## src/rtl/mips_pipe_pkg.sv

```systemverilog
// Shared types and per-stage constants for the MIPS pipeline-stage latches.
// Stage state encoding doubles as the occupancy count.
package mips_pipe_pkg;

   typedef enum logic [1:0] {
      ST_EMPTY = 2'd0,
      ST_ONE   = 2'd1,
      ST_FULL  = 2'd2
   } state_t;

   localparam int unsigned CTRL_W_IF_ID  = 1;
   localparam int unsigned CTRL_W_ID_EX  = 16;
   localparam int unsigned CTRL_W_EX_MEM = 6;
   localparam int unsigned CTRL_W_MEM_WB = 3;

   // All-zero control bundles decode as NOP: no memory write, no register-file write.
   localparam logic [CTRL_W_EX_MEM-1:0] CTRL_RST_EX_MEM = '0;
   localparam logic [CTRL_W_MEM_WB-1:0] CTRL_RST_MEM_WB = '0;

   function automatic logic [1:0] occ_of(input state_t s);
      return s;
   endfunction

endpackage

```

## src/rtl/pipe_stage_reg.sv

```systemverilog
// Payload register (data + control) with load enable and async active-low reset.
module pipe_stage_reg #(
   parameter int unsigned W = 48
) (
   input  logic         i_clk,
   input  logic         i_reset,
   input  logic         i_load,
   input  logic [W-1:0] i_d,
   output logic [W-1:0] o_q
);

   always_ff @(posedge i_clk or negedge i_reset) begin
      if (!i_reset)    o_q <= '0;
      else if (i_load) o_q <= i_d;
   end

endmodule

```

## src/rtl/pipe_stage_skid.sv

```systemverilog
// Pipeline-stage latch with valid/ready handshake, optional 2-entry skid buffer,
// debug single-step gate, flush-to-bubble, occupancy and saturating stall counter.
module pipe_stage_skid
   import mips_pipe_pkg::*;
#(
   parameter int unsigned        DATA_W   = 32,
   parameter int unsigned        CTRL_W   = 16,
   parameter logic [CTRL_W-1:0]  CTRL_RST = '0,
   parameter bit                 SKID     = 1'b1,
   parameter int unsigned        CNT_W    = 32
) (
   input  logic              i_clk,
   input  logic              i_reset,
   input  logic              i_step,
   input  logic              i_flush_latch,
   input  logic              i_valid,
   output logic              o_ready,
   input  logic [DATA_W-1:0] i_data,
   input  logic [CTRL_W-1:0] i_ctrl,
   output logic              o_valid,
   input  logic              i_ready,
   output logic [DATA_W-1:0] o_data,
   output logic [CTRL_W-1:0] o_ctrl,
   output logic [1:0]        o_occupancy,
   output logic [CNT_W-1:0]  o_stall_cnt
);

   localparam int unsigned W = DATA_W + CTRL_W;

   state_t             state_q, state_d;
   logic               run_q;
   logic               in_fire, out_fire;
   logic               load_main, sel_skid;
   logic [W-1:0]       main_q, main_d, skid_q;
   logic [CNT_W-1:0]   stall_q;

   assign o_valid  = (state_q != ST_EMPTY);
   assign in_fire  = i_valid & o_ready;
   assign out_fire = o_valid & i_ready & i_step;

   // run_q keeps o_ready low while reset is held and for the release cycle.
   generate
      if (SKID) begin : g_skid
         logic load_skid;
         assign o_ready   = i_step & run_q & (state_q != ST_FULL);
         assign load_skid = i_step & ~i_flush_latch & (state_q == ST_ONE) & in_fire & ~out_fire;
         pipe_stage_reg #(.W(W)) u_skid (
            .i_clk  (i_clk),
            .i_reset(i_reset),
            .i_load (load_skid),
            .i_d    ({i_ctrl, i_data}),
            .o_q    (skid_q)
         );
      end else begin : g_noskid
         assign o_ready = i_step & run_q & (~o_valid | i_ready);
         assign skid_q  = '0;
      end
   endgenerate

   always_comb begin
      state_d   = state_q;
      load_main = 1'b0;
      sel_skid  = 1'b0;
      if (i_flush_latch) begin
         state_d = ST_EMPTY;
      end else if (i_step) begin
         case (state_q)
            ST_EMPTY: if (in_fire) begin
               state_d   = ST_ONE;
               load_main = 1'b1;
            end
            ST_ONE: begin
               if (in_fire && out_fire) load_main = 1'b1;
               else if (in_fire)        state_d   = ST_FULL;
               else if (out_fire)       state_d   = ST_EMPTY;
            end
            ST_FULL: if (out_fire) begin
               state_d   = ST_ONE;
               load_main = 1'b1;
               sel_skid  = 1'b1;
            end
            default: state_d = ST_EMPTY;
         endcase
      end
   end

   assign main_d = sel_skid ? skid_q : {i_ctrl, i_data};

   pipe_stage_reg #(.W(W)) u_main (
      .i_clk  (i_clk),
      .i_reset(i_reset),
      .i_load (load_main),
      .i_d    (main_d),
      .o_q    (main_q)
   );

   always_ff @(posedge i_clk or negedge i_reset) begin
      if (!i_reset) begin
         state_q <= ST_EMPTY;
         run_q   <= 1'b0;
         stall_q <= '0;
      end else begin
         state_q <= state_d;
         run_q   <= 1'b1;
         if (o_valid && !i_ready && i_step && stall_q != '1)
            stall_q <= stall_q + CNT_W'(1);
      end
   end

   assign o_data      = main_q[DATA_W-1:0];
   assign o_ctrl      = o_valid ? main_q[W-1:DATA_W] : CTRL_RST;
   assign o_occupancy = occ_of(state_q);
   assign o_stall_cnt = stall_q;

endmodule

```

## config.mk

```make
export PLATFORM = sky130hd
export DESIGN_NAME = pipe_stage_skid
export DESIGN_NICKNAME = d
export VERILOG_FILES = /design/src/rtl/mips_pipe_pkg.sv /design/src/rtl/pipe_stage_reg.sv /design/src/rtl/pipe_stage_skid.sv
export SDC_FILE = /design/constraint.sdc
export NUM_CORES = 1
export LEC_CHECK = 0
export ABC_AREA = 1
export BUFFER_PORTS_ARGS = -buffer_cell sky130_fd_sc_hd__buf_2
export CORE_MARGIN = 2
export CORE_UTILIZATION = 35
export DETAILED_ROUTE_END_ITERATION = 16
export GPL_ROUTABILITY_DRIVEN = 0
export MAX_ROUTING_LAYER = met4
export PLACE_DENSITY = 0.53
export SYNTH_ARGS = -nofsm -noshare
export SYNTH_HDL_FRONTEND = slang
export SYNTH_SLANG_ARGS = --single-unit
```

## constraint.sdc

```tcl
create_clock -name i_clk -period 1.8 [get_ports i_clk]
set_input_delay 0.18 -clock i_clk [delete_from_list [all_inputs] [get_ports i_clk]]
set_output_delay 0.18 -clock i_clk [all_outputs]
set_load 0.005 [all_outputs]
```

==> results of run 1 <==
==> power by group through the flow <==
stage | Combinational (W) | Clock [W] | Sequential [W]
final | 0.00173 | 0.00389 | 0.00410
after global placement | 0.00170 | 0 | 0.00413
after CTS | 0.00177 | 0.00397 | 0.00410
after global routing | 0.00201 | 0.00409 | 0.00420
after floorplan | 0.00127 | 0 | 0.00407
after detailed placement | 0.00171 | 0 | 0.00414
==> worst paths after layout <==
path / start / to / slack, ns / depth (start not counted)
min in group asynchronous: i_reset / o_stall_cnt[6] / 0.24 / 2
worst max-delay path: o_stall_cnt[30] / o_stall_cnt[0] / 0.15 / 8
worst min register to register: g_skid.u_skid.o_q[26] / g_skid.u_skid.o_q[26] / 0.47 / 2
worst max register to register: o_stall_cnt[30] / o_stall_cnt[0] / 0.15 / 8
worst min-delay path: i_ctrl[4] / g_skid.u_skid.o_q[36] / 0.02 / 3
max in group asynchronous: i_reset / g_skid.u_skid.o_q[9] / 0.95 / 3
==> cells by family (layout without fill, tap and decap cells) <==
family                     Yosys count  in the layout  share of synthesized area
and+or+nand+nor                    681            681                     0.3871
DFF                                131            131                     0.4621
buffers and inverters              119            286                    0.09012
AOI/OAI and AO/OA                   54             54                    0.03862
xor gates and xnor gates            16             16                    0.01975
adders and majority gates            1              1                   0.001763
other                                1              1                  0.0005286
==> synth_stat cells (all sizes together) <==
library cell	count	share of area
a21oi	2	0.0019
nand3	57	0.042
nand4	9	0.0079
xor2	8	0.0099
ha	1	0.0018
inv	40	0.021
clkbuf	18	0.0095
nor2	76	0.043
or2	1	0.00088
nand3b	14	0.015
nor3b	1	0.0011
buf	61	0.059
dfrtp	131	0.46
nand2	523	0.28
conb	1	0.00053
o21ai	52	0.037
xnor2	8	0.0099
==> routing by layer <==
metal	global-route usage	vias to the layer above	wire, um
met3	0.03094	22	919
li1	-	3388	-
met2	0.2974	184	8987
met1	0.2822	3028	9951
met4	0.06359	0	347
met5	-	-	0
==> flip-flops by register name, indices dropped and copies added (netlist names) <==
register / count
o_occupancy: 2
o_stall_cnt: 32
g_skid.u_skid.o_q: 48
run_q: 1
u_main.o_q: 48
==> placed cells by master, fill, tap and decap left out, types with 2 or more instances in the layout <==
| cell | instances |
|---|---|
| buf_2 | 136 |
| xnor2_1 | 8 |
| nand2_2 | 4 |
| nand3_1 | 54 |
| dfrtp_1 | 130 |
| nor2_2 | 5 |
| buf_4 | 43 |
| clkbuf_16 | 18 |
| o21ai_1 | 21 |
| nand2_1 | 519 |
| nor2_4 | 3 |
| clkinv_4 | 2 |
| nand4_1 | 9 |
| o21ai_0 | 31 |
| nand3_2 | 3 |
| dlygate4sd3_1 | 24 |
| buf_12 | 9 |
| inv_6 | 3 |
| clkinvlp_4 | 2 |
| inv_2 | 4 |
| xor2_1 | 8 |
| inv_1 | 36 |
| bufinv_16 | 5 |
| nor2_1 | 68 |
| nand3b_1 | 14 |
==> layout make-up <==
cell class,count,area [sq um],share of cell area
Clock buffer,18,429.2,0.04722
Inverter,40,150.1,0.01652
Multi-Input combinational cell,753,3207,0.3528
Tap cell,270,337.8,0.03717
Timing Repair Buffer,214,1460,0.1607
Clock inverter,14,225.2,0.02478
Sequential cell,131,3279,0.3608
==> per-stage QoR <==
step | setup WS [ns] | hold slack [ns]
after floorplan | 0.1301 | -0.1156
after global placement | 0.1980 | 0.1195
after detailed placement | 0.1561 | 0.1187
after CTS | 0.1116 | 0.0008052
after global routing | 0.01033 | 0.01185
final | 0.1485 | 0.01717
==> worst max-delay path, cell delays in order, from the launching register on <==
cell     delay (ns)
dfrtp_1        0.42
nand2_1        0.14
nor2_1         0.18
nand2_1        0.09
nor2_1         0.16
nand2_2        0.08
nand2_2        0.11
buf_4          0.21
xor2_1         0.16
==> repair_timing <==
| item | 4_1_cts | 5_1_grt |
|---|---|---|
| resized for setup | 0 | 3 |
| endpoints found under the hold margin | 55 | 0 |
| endpoints found under the setup margin | 0 | 9 |
| hold buffers | 24 | 0 |
==> results.sh, run 1 <==
export IMPL_drive_above_1_share=0.2077
export IMPL_drtIter0Drc=390
export IMPL_p_per_area_nw_per_um2=1070
export IMPL_cts_root_buf="clkbuf_16"
export IMPL_clk_path_buf_depth=2
export IMPL_core_area_sq_um=20040
export IMPL_wl_per_cell_um=14.03
export IMPL_switching_share=0.2840
export IMPL_hold_violations=0
export IMPL_clk_latency_ns=0.42
export IMPL_clk_pin_slew_ns=0.06
export IMPL_grt_pass1_vias=6328
export IMPL_end_kind="register"
export IMPL_nets=1212
export IMPL_design_area_sq_um=9089
export IMPL_antenna_found_initial=0
export IMPL_cts_setup_buffers=0
export IMPL_syn_area_per_cell_sq_um=7.073
export IMPL_grt_usage=0.2003
export IMPL_fp_row_count=52
export IMPL_setup_tns_ns=0
export IMPL_fmax_mhz=605.5
export IMPL_first_pass_iters=5
export IMPL_die_w_um=146.4
export IMPL_cp_start_kind="register"
export IMPL_seq_area_frac_synth=0.4621
export IMPL_cp_required_ns=2.13
export IMPL_ios=138
export IMPL_dp_final_hpwl_mm=13.26
export IMPL_antenna_cells=0
export IMPL_seqPwrFrac=0.422
export IMPL_synth_fp_nets=1058
export IMPL_clkSinkCount=131
export IMPL_syn_inst=1003
export IMPL_path_max_fanout=14
export IMPL_vias_per_cell=4.599
export IMPL_grt_max_degree=49
export IMPL_period_needed_ns=1.651
export IMPL_outcome="completed"
export IMPL_hold_path_class="in -> reg"
export IMPL_pwr_share_comb=0.178
export IMPL_postRouteAntennaNets=0
export IMPL_switching_power_w=0.002762
export IMPL_cts_tree="built"
export IMPL_place_inst=1383
export IMPL_area_growth_pct=28.11
export IMPL_start_util=0.3540
export IMPL_p_leak_nw=4.851
export IMPL_ir_worst_vdd_mv=0.6137
export IMPL_yosysWarningCount=0
export IMPL_totalWireLength_mm=20.21
export IMPL_fin_skew_ns=0.009304
export IMPL_critPathKind="reg -> reg"
export IMPL_grt_overflow_total=0
export IMPL_p_total_w=0.009724
export IMPL_p_clk_frac=0.400
export IMPL_grt_pass1_wl_mm=33.18
export IMPL_final_util=0.4535
export IMPL_syn_area_sq_um=7094
export IMPL_fp_dieH_um=146.4
export IMPL_rsz0062_at_grt="no"
export IMPL_min_period_over_period=0.9175
export IMPL_final_cells=1440
export IMPL_ys_types=27
export IMPL_port_buffers=137
export IMPL_cp_arrival_ns=1.98
export IMPL_nFillCells=2136
export IMPL_cts_max_level=4
export IMPL_drv_slew=0
export IMPL_setup_viol=0
export IMPL_p_int_w=0.006962
export IMPL_route_detailed_drc=0
export IMPL_place_area_sq_um=8163
export IMPL_ys_seq_elements=131
export IMPL_cts_inserted_buffers=17
export IMPL_vias=6622
export IMPL_die_area_sq_um=21420
export IMPL_maxCapViolCount=0
Power figures use the tool's default switching activity.
==> run 2, diff against run 1 <==
Settings changed: SYNTH_HIERARCHICAL from default to 1.
==> run 2 against run 1 <==
Net effect:
- sequential power decreased by 9.8%
- synthesized area decreased by 3.9%
- first-iteration DRC count shrank 2.1%
- wire length down 3.2%
- critical path depth decreased by 3
- highest routed layer unchanged
==> results.sh, run 2 <==
export IMPL_area_growth_pct=31.96
export IMPL_place_inst=1352
export IMPL_final_cell_mix="567 x nand2_1, 136 x buf_2, 131 x dfrtp_1"
export IMPL_cts_max_level=4
export IMPL_grt_pass1_wl_mm=31.84
export IMPL_synth_edf_count=0
export IMPL_setup_slack_ns=0.09735
export IMPL_route_detailed_drc=0
export IMPL_totalWireLength_mm=19.57
export IMPL_die_area_sq_um=20620
export IMPL_start_util=0.3539
export IMPL_outcome="completed"
export IMPL_cpPeakStageDelay_ns=0.39
export IMPL_grt_pass1_vias=6148
export IMPL_syn_area_per_cell_sq_um=7.104
export IMPL_dp_final_hpwl_mm=13.22
export IMPL_vias=6455
export IMPL_syn_inst=960
export IMPL_ys_seq_elements=131
export IMPL_port_buffers=137
export IMPL_synth_fp_nets=1015
export IMPL_clk_pin_slew_ns=0.06
export IMPL_rsz0062_at_grt="no"
export IMPL_async_flop_share=1.000
export IMPL_yosysWarningCount=6
export IMPL_hold_path_class="in -> reg"
export IMPL_drive_above_1_share=0.1909
export IMPL_fmax_mhz=587.3
export IMPL_critPathKind="reg -> out"
export IMPL_fp_dieH_um=143.6
export IMPL_grt_usage=0.2042
export IMPL_seq_area_frac_synth=0.4806
export IMPL_cp_arrival_ns=1.52
export IMPL_antenna_found_initial=1
export IMPL_grt_overflow_total=0
export IMPL_path_max_fanout=16
export IMPL_yosysTopAreaCell="dfrtp_1"
export IMPL_period_needed_ns=1.703
export IMPL_synth_area_leaders="dfrtp_1 48%, nand2_1 31%, o21ai_0 3.7%"
export IMPL_cp_start_kind="register"
export IMPL_cp_cell_sequence="buf_4 -> nor2_1 -> buf_4 -> nor2_1 -> buf_2"
export IMPL_cts_tree="built"
export IMPL_crit_slowest_cell="dfrtp_1"
export IMPL_hold_violations=0
export IMPL_yosys_top_cells_count="567 x nand2_1, 131 x dfrtp_1, 68 x nor2_1"
export IMPL_drv_slew=0
export IMPL_nFillCells=2049
export IMPL_p_per_area_nw_per_um2=927.3
export IMPL_ir_worst_vdd_mv=0.7125
export IMPL_clk_latency_ns=0.42
export IMPL_nets=1210
export IMPL_setup_tns_ns=0
export IMPL_end_kind="output pin"
export IMPL_first_pass_iters=5
export IMPL_setup_viol=0
export IMPL_final_cells=1435
export IMPL_fp_row_count=51
export IMPL_maxCapViolCount=0
export IMPL_ios=138
export IMPL_yosysMostFrequentCell="nand2_1"
export IMPL_syn_area_sq_um=6820
export IMPL_yosys_area_top_type_share=0.4806
export IMPL_min_period_over_period=0.9459
export IMPL_fin_skew_ns=0.01051
export IMPL_core_area_sq_um=19270
export IMPL_drtIter0Drc=382
export IMPL_final_common_cell="nand2_1"
export IMPL_p_leak_nw=4.905
export IMPL_wl_per_cell_um=13.63
export IMPL_clk_path_buf_depth=2
export IMPL_grt_max_degree=51
export IMPL_cp_required_ns=1.62
export IMPL_die_w_um=143.6
export IMPL_final_util=0.4670
export IMPL_clkSinkCount=131
export IMPL_cts_inserted_buffers=17
export IMPL_postRouteAntennaNets=0
export IMPL_synthFlopType="dfrtp_1"
export IMPL_dp_slack_ns=0.1180
export IMPL_vias_per_cell=4.498
export IMPL_cts_root_buf="clkbuf_16"
export IMPL_ys_types=28
[run 2: critical path: cells and delay by family, from the launching register on]
kind	cells	cell delay, ns
buffers and inverters	3	0.51
DFF	1	0.39
and+or+nand+nor	2	0.19
[run 2: path summary, 6_finish.rpt]
| path | start | end | slack, ns | cells after the start |
|---|---|---|---|---|
| min reg2reg | u_main/o_q[4] | u_main/o_q[4] | 0.47 | 2 |
| max reg2reg | o_stall_cnt[8] | o_stall_cnt[28] | 0.15 | 9 |
| min | i_ctrl[11] | g_skid.u_skid/o_q[43] | 0.005 | 3 |
| max in group asynchronous | i_reset | g_skid.u_skid/o_q[20] | 0.97 | 3 |
| max | o_occupancy[0] | o_ctrl[11] | 0.1 | 5 |
| min in group asynchronous | i_reset | o_stall_cnt[22] | 0.21 | 2 |
[run 2: timing repair]
action                     CTS  global route
setup endpoints to repair    0            79
setup buffers                0             1
hold endpoints to repair   108             0
gates resized for setup      0             6
hold buffers                48             0
[run 2: stage by stage]
step	hold slack (ns)	cell area [sq um]	power, W
after CTS	0.001389	8960	0.008459
after global routing	0.01087	8997	0.008819
final	0.005095	9000	0.008346
after floorplan	-0.1156	6827	0.004300
after global placement	0.09263	7918	0.004944
after detailed placement	0.09390	7918	0.004962
[run 2: kinds of logic after synthesis]
kind of cell / after synthesis / synth area share
and+or+nand+nor: 679 / 0.3981
DFF: 131 / 0.4806
buffers and inverters: 80 / 0.05999
AOI/OAI and AO/OA: 52 / 0.03834
xor gates and xnor gates: 16 / 0.02055
adders and majority gates: 1 / 0.001834
other: 1 / 0.0005498
[run 2: routing by layer]
layer  GRT usage  part of all wire  up-vias  wire, um
met1      0.2678              0.47     2985      9170
met5           -                 0        -         0
met2      0.3188              0.47      128      9292
met3     0.04399             0.043       22       838
li1            -                 -     3320         -
met4     0.06192             0.013        0       263
[run 2: final cells by class]
cell class                 instances  area, sq um  share of cell area
antenna                            2        5.005           0.0005561
clock inverter                    11        111.4             0.01237
multi-input combinational        749         3176              0.3528
tap                              265        331.6             0.03684
sequential                       131         3278              0.3642
inverter                          39        148.9             0.01654
clock buffer                      21        450.4             0.05005
timing repair buffer             217         1499              0.1666
[run 2: report_power, final]
part	internal, W	switching (W)	total (W)
sequential	0.00341	0.000287	0.00370
clock	0.00206	0.00131	0.00337
combinational	0.000591	0.000683	0.00127
total	0.00606	0.00228	0.00835
